===== config.mk =====
export PLATFORM = sky130hd
export DESIGN_NAME = multicycle_controller_flat
export DESIGN_NICKNAME = d
export VERILOG_FILES = /design/src/rtl/mc_pkg.sv /design/src/rtl/multicycle_controller_if.sv /design/src/rtl/mc_alu_decoder.sv /design/src/rtl/multicycle_controller.sv /design/src/flat_wrapper.sv
export SDC_FILE = /design/constraint.sdc
export NUM_CORES = 1
export LEC_CHECK = 0
export CORE_MARGIN = 4
export CORE_UTILIZATION = 41
export DETAILED_ROUTE_END_ITERATION = 16
export GPL_TIMING_DRIVEN = 1
export PLACE_DENSITY = 0.79
export SLEW_MARGIN = 40
export SYNTH_ARGS = -nofsm -noshare
export SYNTH_HDL_FRONTEND = slang
export SYNTH_SLANG_ARGS = --single-unit
export TNS_END_PERCENT = 5

===== constraint.sdc =====
create_clock -name clk -period 2.7 [get_ports clk]
set_input_delay 0.54 -clock clk [delete_from_list [all_inputs] [get_ports clk]]
set_output_delay 0.54 -clock clk [all_outputs]
set_load 0.02 [all_outputs]

===== src/rtl/mc_pkg.sv =====
// mc_pkg: shared definitions for the multicycle RV32I controller.
// Holds the opcode constants, the FSM state codes, the control-field
// encodings (ALU, immediate, ALU source A/B, result select) and the
// immediate-format decode helper used by the controller.
`timescale 1ns/1ps
package mc_pkg;

  // RV32I major opcodes (instruction[6:0])
  localparam logic [6:0] OP_LOAD   = 7'b0000011;
  localparam logic [6:0] OP_STORE  = 7'b0100011;
  localparam logic [6:0] OP_R      = 7'b0110011;
  localparam logic [6:0] OP_I      = 7'b0010011;
  localparam logic [6:0] OP_BRANCH = 7'b1100011;
  localparam logic [6:0] OP_JAL    = 7'b1101111;
  localparam logic [6:0] OP_LUI    = 7'b0110111;
  localparam logic [6:0] OP_FENCE  = 7'b0001111;
  localparam logic [6:0] OP_SYSTEM = 7'b1110011;

  // FSM state codes
  typedef logic [3:0] state_t;
  localparam state_t S_FETCH    = 4'd0;
  localparam state_t S_DECODE   = 4'd1;
  localparam state_t S_MEMADR   = 4'd2;
  localparam state_t S_MEMREAD  = 4'd3;
  localparam state_t S_MEMWB    = 4'd4;
  localparam state_t S_MEMWRITE = 4'd5;
  localparam state_t S_EXECR    = 4'd6;
  localparam state_t S_EXECI    = 4'd7;
  localparam state_t S_ALUWB    = 4'd8;
  localparam state_t S_BRANCH   = 4'd9;
  localparam state_t S_JAL      = 4'd10;
  localparam state_t S_LUI      = 4'd11;
  localparam state_t S_TRAP     = 4'd12;
  localparam state_t S_IDLE     = 4'd13;

  // ALU operation codes
  localparam logic [3:0] ALU_ADD  = 4'b0000;
  localparam logic [3:0] ALU_SUB  = 4'b0001;
  localparam logic [3:0] ALU_AND  = 4'b0010;
  localparam logic [3:0] ALU_OR   = 4'b0011;
  localparam logic [3:0] ALU_XOR  = 4'b0100;
  localparam logic [3:0] ALU_SLT  = 4'b0101;
  localparam logic [3:0] ALU_SLTU = 4'b0110;
  localparam logic [3:0] ALU_SLL  = 4'b0111;
  localparam logic [3:0] ALU_SRL  = 4'b1000;
  localparam logic [3:0] ALU_SRA  = 4'b1001;

  // ALU operation class handed to the ALU decoder
  localparam logic [1:0] ALUOP_ADD   = 2'b00;
  localparam logic [1:0] ALUOP_SUB   = 2'b01;
  localparam logic [1:0] ALUOP_FUNCT = 2'b10;

  // Immediate formats
  localparam logic [2:0] IMM_I = 3'b000;
  localparam logic [2:0] IMM_S = 3'b001;
  localparam logic [2:0] IMM_B = 3'b010;
  localparam logic [2:0] IMM_J = 3'b011;
  localparam logic [2:0] IMM_U = 3'b100;

  // ALU operand selects
  localparam logic [1:0] SRCA_PC    = 2'b00;
  localparam logic [1:0] SRCA_OLDPC = 2'b01;
  localparam logic [1:0] SRCA_RD1   = 2'b10;
  localparam logic [1:0] SRCA_ZERO  = 2'b11;
  localparam logic [1:0] SRCB_RD2   = 2'b00;
  localparam logic [1:0] SRCB_IMM   = 2'b01;
  localparam logic [1:0] SRCB_FOUR  = 2'b10;

  // Result bus selects
  localparam logic [1:0] RES_ALUOUT    = 2'b00;
  localparam logic [1:0] RES_MEMDATA   = 2'b01;
  localparam logic [1:0] RES_ALURESULT = 2'b10;

  // Immediate format is a pure function of the opcode; I-format covers
  // loads, OP-IMM and everything that does not use an immediate.
  function automatic logic [2:0] imm_sel(input logic [6:0] op);
    case (op)
      OP_STORE:  imm_sel = IMM_S;
      OP_BRANCH: imm_sel = IMM_B;
      OP_JAL:    imm_sel = IMM_J;
      OP_LUI:    imm_sel = IMM_U;
      default:   imm_sel = IMM_I;
    endcase
  endfunction

endpackage


===== src/rtl/multicycle_controller_if.sv =====
// multicycle_controller_if: shared instruction/data memory port handshake.
//   memReq    controller -> memory  access request, held until memReady
//   memWrite  controller -> memory  store strobe, meaningful only with memReq
//   adrSrc    controller -> datapath address select (0 = PC, 1 = aluOut)
//   memReady  memory -> controller  access completes this cycle
`timescale 1ns/1ps
interface multicycle_controller_if;
  logic memReq;
  logic memWrite;
  logic adrSrc;
  logic memReady;

  modport master (output memReq, output memWrite, output adrSrc, input memReady);
  modport slave  (input memReq, input memWrite, input adrSrc, output memReady);
endinterface


===== src/rtl/mc_alu_decoder.sv =====
// mc_alu_decoder: combinational ALU control decode.
//   i_isRtype     1 when the instruction is register-register (enables SUB)
//   i_funct3      instruction[14:12]
//   i_funct7b5    instruction[30]
//   i_aluOpClass  ADD, SUB, or decode-from-funct fields
//   o_aluControl  4-bit ALU operation code
`timescale 1ns/1ps
module mc_alu_decoder
  import mc_pkg::*;
(
  input  logic       i_isRtype,
  input  logic [2:0] i_funct3,
  input  logic       i_funct7b5,
  input  logic [1:0] i_aluOpClass,
  output logic [3:0] o_aluControl
);

  always_comb begin
    o_aluControl = ALU_ADD;
    case (i_aluOpClass)
      ALUOP_SUB: o_aluControl = ALU_SUB;
      ALUOP_FUNCT: begin
        case (i_funct3)
          // funct7b5 on an I-type ADDI is immediate bit 10, so SUB is R-only
          3'b000:  o_aluControl = (i_isRtype && i_funct7b5) ? ALU_SUB : ALU_ADD;
          3'b001:  o_aluControl = ALU_SLL;
          3'b010:  o_aluControl = ALU_SLT;
          3'b011:  o_aluControl = ALU_SLTU;
          3'b100:  o_aluControl = ALU_XOR;
          3'b101:  o_aluControl = i_funct7b5 ? ALU_SRA : ALU_SRL;
          3'b110:  o_aluControl = ALU_OR;
          default: o_aluControl = ALU_AND;
        endcase
      end
      default: o_aluControl = ALU_ADD;
    endcase
  end

endmodule


===== src/rtl/multicycle_controller.sv =====
// multicycle_controller: sequencing FSM for the multicycle RV32I datapath.
// Steps each instruction through fetch/decode/execute/memory/writeback,
// driving one shared ALU and one shared memory port (stallable via memReady).
//
// Parameter RESET_STATE_FETCH: 1 = leave reset in FETCH, 0 = via IDLE.
// Build option MC_TRAP_EN: when defined, illegal opcodes, illegal branch
// funct3 and ECALL park the FSM in TRAP (trap = 1) until reset; otherwise
// they retire as NOPs from DECODE and trap is tied low.
//
// Ports:
//   clk, reset                    clock, synchronous active-high reset
//   op, funct3, funct7b5          instruction fields from the IR
//   zero                          ALU zero flag (same cycle)
//   mem (master)                  memReq/memWrite/adrSrc out, memReady in
//   irWrite, pcWrite, regWrite    datapath write enables
//   resultSrc, aluSrcA, aluSrcB   datapath mux selects
//   aluControl, immSrc            ALU operation, immediate format
//   instrDone                     pulse in the last cycle of an instruction
//   trap                          illegal-instruction flag
`timescale 1ns/1ps
module multicycle_controller
  import mc_pkg::*;
#(
  parameter int RESET_STATE_FETCH = 1
) (
  input  logic       clk,
  input  logic       reset,
  input  logic [6:0] op,
  input  logic [2:0] funct3,
  input  logic       funct7b5,
  input  logic       zero,
  multicycle_controller_if.master mem,
  output logic       irWrite,
  output logic       pcWrite,
  output logic       regWrite,
  output logic [1:0] resultSrc,
  output logic [1:0] aluSrcA,
  output logic [1:0] aluSrcB,
  output logic [3:0] aluControl,
  output logic [2:0] immSrc,
  output logic       instrDone,
  output logic       trap
);

  localparam state_t S_RESET = (RESET_STATE_FETCH != 0) ? S_FETCH : S_IDLE;
`ifdef MC_TRAP_EN
  localparam state_t S_ILLEGAL = S_TRAP;
`else
  localparam state_t S_ILLEGAL = S_FETCH;
`endif

  state_t     r_state;
  state_t     w_next;
  logic       w_branch_ok;
  logic [1:0] w_aluOpClass;
  logic       w_memReq, w_memWrite, w_irWrite, w_pcWrite, w_regWrite, w_instrDone;
`ifdef MC_TRAP_EN
  logic       w_trap;
`endif

  // Only BEQ (000) and BNE (001) are implemented.
  assign w_branch_ok = (funct3[2:1] == 2'b00);

  always_comb begin
    w_next = r_state;
    case (r_state)
      S_IDLE:     w_next = S_FETCH;
      S_FETCH:    if (mem.memReady) w_next = S_DECODE;
      S_DECODE: begin
        case (op)
          OP_LOAD, OP_STORE: w_next = S_MEMADR;
          OP_R:              w_next = S_EXECR;
          OP_I:              w_next = S_EXECI;
          OP_BRANCH:         w_next = w_branch_ok ? S_BRANCH : S_ILLEGAL;
          OP_JAL:            w_next = S_JAL;
          OP_LUI:            w_next = S_LUI;
          OP_FENCE:          w_next = S_FETCH;
          OP_SYSTEM:         w_next = S_ILLEGAL;
          default:           w_next = S_ILLEGAL;
        endcase
      end
      S_MEMADR:   w_next = (op == OP_STORE) ? S_MEMWRITE : S_MEMREAD;
      S_MEMREAD:  if (mem.memReady) w_next = S_MEMWB;
      S_MEMWRITE: if (mem.memReady) w_next = S_FETCH;
      S_MEMWB, S_ALUWB, S_BRANCH:         w_next = S_FETCH;
      S_EXECR, S_EXECI, S_JAL, S_LUI:     w_next = S_ALUWB;
      S_TRAP:     w_next = S_TRAP;
      default:    w_next = S_RESET;
    endcase
  end

  always_ff @(posedge clk) begin
    if (reset) r_state <= S_RESET;
    else       r_state <= w_next;
  end

  always_comb begin
    w_memReq     = 1'b0;
    w_memWrite   = 1'b0;
    w_irWrite    = 1'b0;
    w_pcWrite    = 1'b0;
    w_regWrite   = 1'b0;
    w_instrDone  = 1'b0;
    mem.adrSrc   = 1'b0;
    resultSrc    = RES_ALUOUT;
    aluSrcA      = SRCA_PC;
    aluSrcB      = SRCB_RD2;
    w_aluOpClass = ALUOP_ADD;
`ifdef MC_TRAP_EN
    w_trap       = 1'b0;
`endif
    case (r_state)
      S_FETCH: begin
        w_memReq  = 1'b1;
        aluSrcB   = SRCB_FOUR;
        resultSrc = RES_ALURESULT;
        w_irWrite = mem.memReady;
        w_pcWrite = mem.memReady;
      end
      S_DECODE: begin
        aluSrcA     = SRCA_OLDPC;
        aluSrcB     = SRCB_IMM;
        // FENCE (and illegal ops when trapping is off) retire here
        w_instrDone = (w_next == S_FETCH);
      end
      S_MEMADR: begin
        aluSrcA = SRCA_RD1;
        aluSrcB = SRCB_IMM;
      end
      S_MEMREAD: begin
        w_memReq   = 1'b1;
        mem.adrSrc = 1'b1;
      end
      S_MEMWB: begin
        resultSrc   = RES_MEMDATA;
        w_regWrite  = 1'b1;
        w_instrDone = 1'b1;
      end
      S_MEMWRITE: begin
        w_memReq    = 1'b1;
        w_memWrite  = 1'b1;
        mem.adrSrc  = 1'b1;
        w_instrDone = mem.memReady;
      end
      S_EXECR: begin
        aluSrcA      = SRCA_RD1;
        aluSrcB      = SRCB_RD2;
        w_aluOpClass = ALUOP_FUNCT;
      end
      S_EXECI: begin
        aluSrcA      = SRCA_RD1;
        aluSrcB      = SRCB_IMM;
        w_aluOpClass = ALUOP_FUNCT;
      end
      S_ALUWB: begin
        resultSrc   = RES_ALUOUT;
        w_regWrite  = 1'b1;
        w_instrDone = 1'b1;
      end
      S_BRANCH: begin
        aluSrcA      = SRCA_RD1;
        aluSrcB      = SRCB_RD2;
        w_aluOpClass = ALUOP_SUB;
        // funct3[0] distinguishes BNE from BEQ
        w_pcWrite    = zero ^ funct3[0];
        w_instrDone  = 1'b1;
      end
      S_JAL: begin
        aluSrcA   = SRCA_OLDPC;
        aluSrcB   = SRCB_FOUR;
        w_pcWrite = 1'b1;
      end
      S_LUI: begin
        aluSrcA = SRCA_ZERO;
        aluSrcB = SRCB_IMM;
      end
`ifdef MC_TRAP_EN
      S_TRAP: w_trap = 1'b1;
`endif
      default: ;
    endcase
  end

  // While reset is held the memory port goes idle and nothing is written,
  // so an in-flight store is abandoned as soon as reset is seen.
  assign mem.memReq   = w_memReq & ~reset;
  assign mem.memWrite = w_memWrite & ~reset;
  assign irWrite      = w_irWrite & ~reset;
  assign pcWrite      = w_pcWrite & ~reset;
  assign regWrite     = w_regWrite & ~reset;
  assign instrDone    = w_instrDone & ~reset;
`ifdef MC_TRAP_EN
  assign trap         = w_trap & ~reset;
`else
  assign trap         = 1'b0;
`endif

  assign immSrc = imm_sel(op);

  mc_alu_decoder u_alu_dec (
    .i_isRtype    (r_state == S_EXECR),
    .i_funct3     (funct3),
    .i_funct7b5   (funct7b5),
    .i_aluOpClass (w_aluOpClass),
    .o_aluControl (aluControl)
  );

endmodule


===== src/flat_wrapper.sv =====
// flat-port wrapper written by rule: the top's interface ports become plain ports
module multicycle_controller_flat import mc_pkg::*;
#(
  parameter int RESET_STATE_FETCH = 1
)
  (clk, reset, op, funct3, funct7b5, zero, irWrite, pcWrite, regWrite, resultSrc, aluSrcA, aluSrcB, aluControl, immSrc, instrDone, trap, mem_memReq, mem_memWrite, mem_adrSrc, mem_memReady);
  multicycle_controller_if mem_i ();
  input  logic clk;
  input  logic reset;
  input  logic [6:0] op;
  input  logic [2:0] funct3;
  input  logic funct7b5;
  input  logic zero;
  output logic irWrite;
  output logic pcWrite;
  output logic regWrite;
  output logic [1:0] resultSrc;
  output logic [1:0] aluSrcA;
  output logic [1:0] aluSrcB;
  output logic [3:0] aluControl;
  output logic [2:0] immSrc;
  output logic instrDone;
  output logic trap;
  output wire logic [$bits(mem_i.memReq)-1:0] mem_memReq;
  output wire logic [$bits(mem_i.memWrite)-1:0] mem_memWrite;
  output wire logic [$bits(mem_i.adrSrc)-1:0] mem_adrSrc;
  input wire logic [$bits(mem_i.memReady)-1:0] mem_memReady;
  assign mem_memReq = mem_i.memReq;
  assign mem_memWrite = mem_i.memWrite;
  assign mem_adrSrc = mem_i.adrSrc;
  assign mem_i.memReady = mem_memReady;
  multicycle_controller #(.RESET_STATE_FETCH(RESET_STATE_FETCH)) u_core (.clk(clk), .reset(reset), .op(op), .funct3(funct3), .funct7b5(funct7b5), .zero(zero), .mem(mem_i), .irWrite(irWrite), .pcWrite(pcWrite), .regWrite(regWrite), .resultSrc(resultSrc), .aluSrcA(aluSrcA), .aluSrcB(aluSrcB), .aluControl(aluControl), .immSrc(immSrc), .instrDone(instrDone), .trap(trap));
endmodule

==> metrics.md <==
| Metric | Value |
|---|---|
| Combinational share of power | 0.498 |
| Die X | roughly 52 um |
| I/O Buffers | 34 |
| Max Root-Sink Buffers | 2 |
| Post-synth EDFFs | 0 |
| Adder-cell share of the synthesized area | 0.03106 |
| Status | complete, but fails checks |
| Setup Crit Path Kind | in2out |
| Seq/Total Area, Yosys | 0.09938 |
| Failing checks | negative setup slack |
| FILL cells | 138 |
| #FFs+latches synth | 4 |
| Mean Syn Cell Area | 6.551 um2 |
| Clock slew at reported path FFs | roughly 40 ps |
| First-pass GRT wire length | 4602 um |
| Fin util | 0.7840 |
| Final setup fails | 1 |
| Synth Flop Type | dfxtp_1 |
| Synth warnings | 0 |
| Synthesized cell area | 805.8 um2 |
| Total power | 0.2680 mW |
| Hold slack final | 676.7 ps |
| Vias in the first global route | 1136 |
| Int Pwr | roughly 0.18 mW |
| CTS Hold Bufs | 0 |
| Routed WL per cell | 14.00 um |
| Fin area | 0.001413 mm2 |
| FF-to-FF setup slack | 970 ps |
| Layout area overhead | 75.31% |
| Initial Utilization | 0.4472 |
| Die height | 52.33 um |
| Grt total ovfl | 0 |
| Number of antenna diodes | 0 |
| P_leak | between 0.6 and 0.7 nW |
| Fin. max-slew vios | 0 |
| Layout cells sized above 1 | 0.2747 |
| Post-DP Area | between 0.001 and 0.0015 mm2 |
| P per Cell Area | 189.8 mW/mm2 |
| CP Cell Sequence | clkdlybuf4s50_1 -> or3b_1 -> a21oi_1 -> o211ai_1 -> a21o_1 -> clkbuf_2 |
| Fmax | 0.3661 GHz |
| Hpwl dp | approximately 2300 um |
| Largest family of logic cells by synthesized area | simple AND/OR/NAND/NOR gates |
| MaxCap Viol Count | 0 |
| CP arrival | 2190 ps |
| Switch share | 0.3212 |
| VDD IR max | 176.6 uV |
| H-tree levels | 1 |
| # IOs | 36 |
| Compound-Gate Fraction of Synth Area | 0.2733 |
| Max reg flops | 4 |
| Root Buffer | clkbuf_4 |
| Routed Antenna Nets | 0 |
| Final Skew | roughly 4.3 ps |
| # rows | 15 |
| Synthesized netlist cell count | 123 |
| Final worst-path cycle share | 1.012 |
| CTS Sinks | 4 |
| Hold Violations, Final | 0 |
| Vias/cell | roughly 5.4 |
| Seq pwr share | 0.233 |
| Worst-Skew Late Latency | 230 ps |
| Crit path launch type | input pin |
| Starting DRT DRC Count | 21 |
| Fin crit period | 2732 ps |
| Top Registers | u_core.r_state: 4 flops |
| Post-layout nets | 201 |
| Clock tree from TritonCTS | built |
| Buf/Inv on CP | 2 |
| Switch Pwr | around 0.086 mW |
| Worst hold path type | reg2reg |
| Die area | 0.002738 mm2 |
| Residual DRC | 0 |
| Xor/xnor share of the synthesized area | 0.05435 |
| Routed wire length | 2899 um |
| Placer Congestion | a little under 1 |
| Commonest non-fill, non-tap cell in the layout | buf_4 |
| Syn nets | between 100 and 150 |
| Most frequent cells in the layout | buf_4, clkdlybuf4s50_1, nor2_1 |
| Post-Synth Simple-Gate Area | 0.4286 |
| Final setup TNS | -31.86 ps |
| Largest net degree at the start of global routing | 11 |
| Via count | about 1100 |
| Initial antenna violation count | 0 |
| Total track usage | 0.2190 |
| TritonCTS Buffers | 3 |
| RSZ-0062 raised after global routing | yes |
| Clock power share | 0.269 |
| Cell family with most CP delay | compound AO/OA/AOI/OAI gates |
| CP max FO | 4 |
| CP Capture Type | output pin |
| CP peak stage delay | 440 ps |
| Mux share of post-synthesis cell area | 0.01398 |
| Worst EP required | 2160 ps |
| Core Area | 0.001802 mm2 |
| Fraction of registers with async set or reset after synthesis | 0 |
| Drt pass-1 iters | 4 |
| Post-synth cell types | 44 |
| CP max stage cell | clkdlybuf4s50_1 |
| Final setup margin | -31.86 ps |
| Register name with the most flops | u_core.r_state |
what timing repair did:
item / 4_1_cts / 5_1_grt
setup endpoints to repair: 9 / 5
gates resized for setup: 10 / 16
hold endpoints to repair: 0 / 0
setup buffers: 0 / 1
gates cloned: 0 / 0
pin swaps: 0 / 2
worst register-to-register path, stage by stage (launching register included):
cell and delay [ps]:
dfxtp_1 420, or4b_4 530, a211oi_2 240, o211ai_1 140
buf_4 150, a31oi_1 160
final timing paths:
path | startpoint | to | depth (start not counted)
max reg2reg | u_core.r_state[0] | u_core.r_state[3] | 5
min | u_core.r_state[1] | u_core.r_state[1] | 2
min reg2reg | u_core.r_state[1] | u_core.r_state[1] | 2
max | op[6] | instrDone | 6
area by class of cell:
class | count | area [um2] | share of cell area
timing repair buffer | 66 | 580.6 | 0.4110
inverter | 6 | 22.52 | 0.01594
sequential | 4 | 83.83 | 0.05934
multi-input combinational | 103 | 671.9 | 0.4756
tap | 25 | 31.28 | 0.02214
clock buffer | 3 | 22.52 | 0.01594
metrics by stage:
step / worst slack (ps) / instances
after floorplan: 339.0 / 123
after global placement: -392.3 / 203
after detailed placement: -484.3 / 203
after CTS: -198.0 / 206
after global routing: -112.9 / 207
final: -31.86 / 207
power groups by stage:
| stage | Clock, mW | Sequential (mW) | Combinational, mW |
|---|---|---|---|
| final | 0.0720 | 0.0625 | 0.134 |
| after global routing | 0.0804 | 0.0626 | 0.143 |
| after CTS | 0.0753 | 0.0625 | 0.131 |
| after detailed placement | 0 | 0.0632 | 0.132 |
| after global placement | 0 | 0.0633 | 0.129 |
| after floorplan | 0 | 0.0619 | 0.0575 |
per-layer routing:
metal,share of wire,routed length [um],vias to the layer above,global-route usage
met3,0.040,115,0,0.01709
met4,0,0,0,0.07234
met1,0.43,1257,522,0.2707
li1,-,-,569,-
met5,0,0,-,0
met2,0.53,1526,33,0.3926
kinds of logic after synthesis:
group | after synthesis
XOR/XNOR | 5
buffers and inverters | 16
other | 1
AO/OA/AOI/OAI | 31
AND/OR/NAND/NOR | 63
adder cells (fa/ha/maj) | 2
flip-flops | 4
multiplexers | 1
Yosys cell counts (2+ instances only):
library cell | n | area (um2)
nor2_1 | 11 | 41.29
nand2_1 | 10 | 37.54
nor2b_1 | 8 | 50.05
nor3_1 | 8 | 40.04
a21oi_1 | 6 | 30.03
clkbuf_1 | 6 | 22.52
inv_1 | 6 | 22.52
nand2b_1 | 6 | 37.54
dfxtp_1 | 4 | 80.08
o21ai_0 | 4 | 20.02
xor2_1 | 4 | 35.03
nand3_1 | 3 | 15.01
nand3b_1 | 3 | 22.52
nor4_1 | 3 | 18.77
o211ai_1 | 3 | 22.52
a211o_1 | 2 | 17.52
a211oi_1 | 2 | 15.01
a21o_1 | 2 | 15.01
buf_4 | 2 | 15.01
ha_1 | 2 | 25.02
nand4_1 | 2 | 12.51
o22ai_1 | 2 | 12.51
or3_1 | 2 | 12.51
or4_1 | 2 | 15.01
No activity file was read; power rests on OpenSTA's default activity.
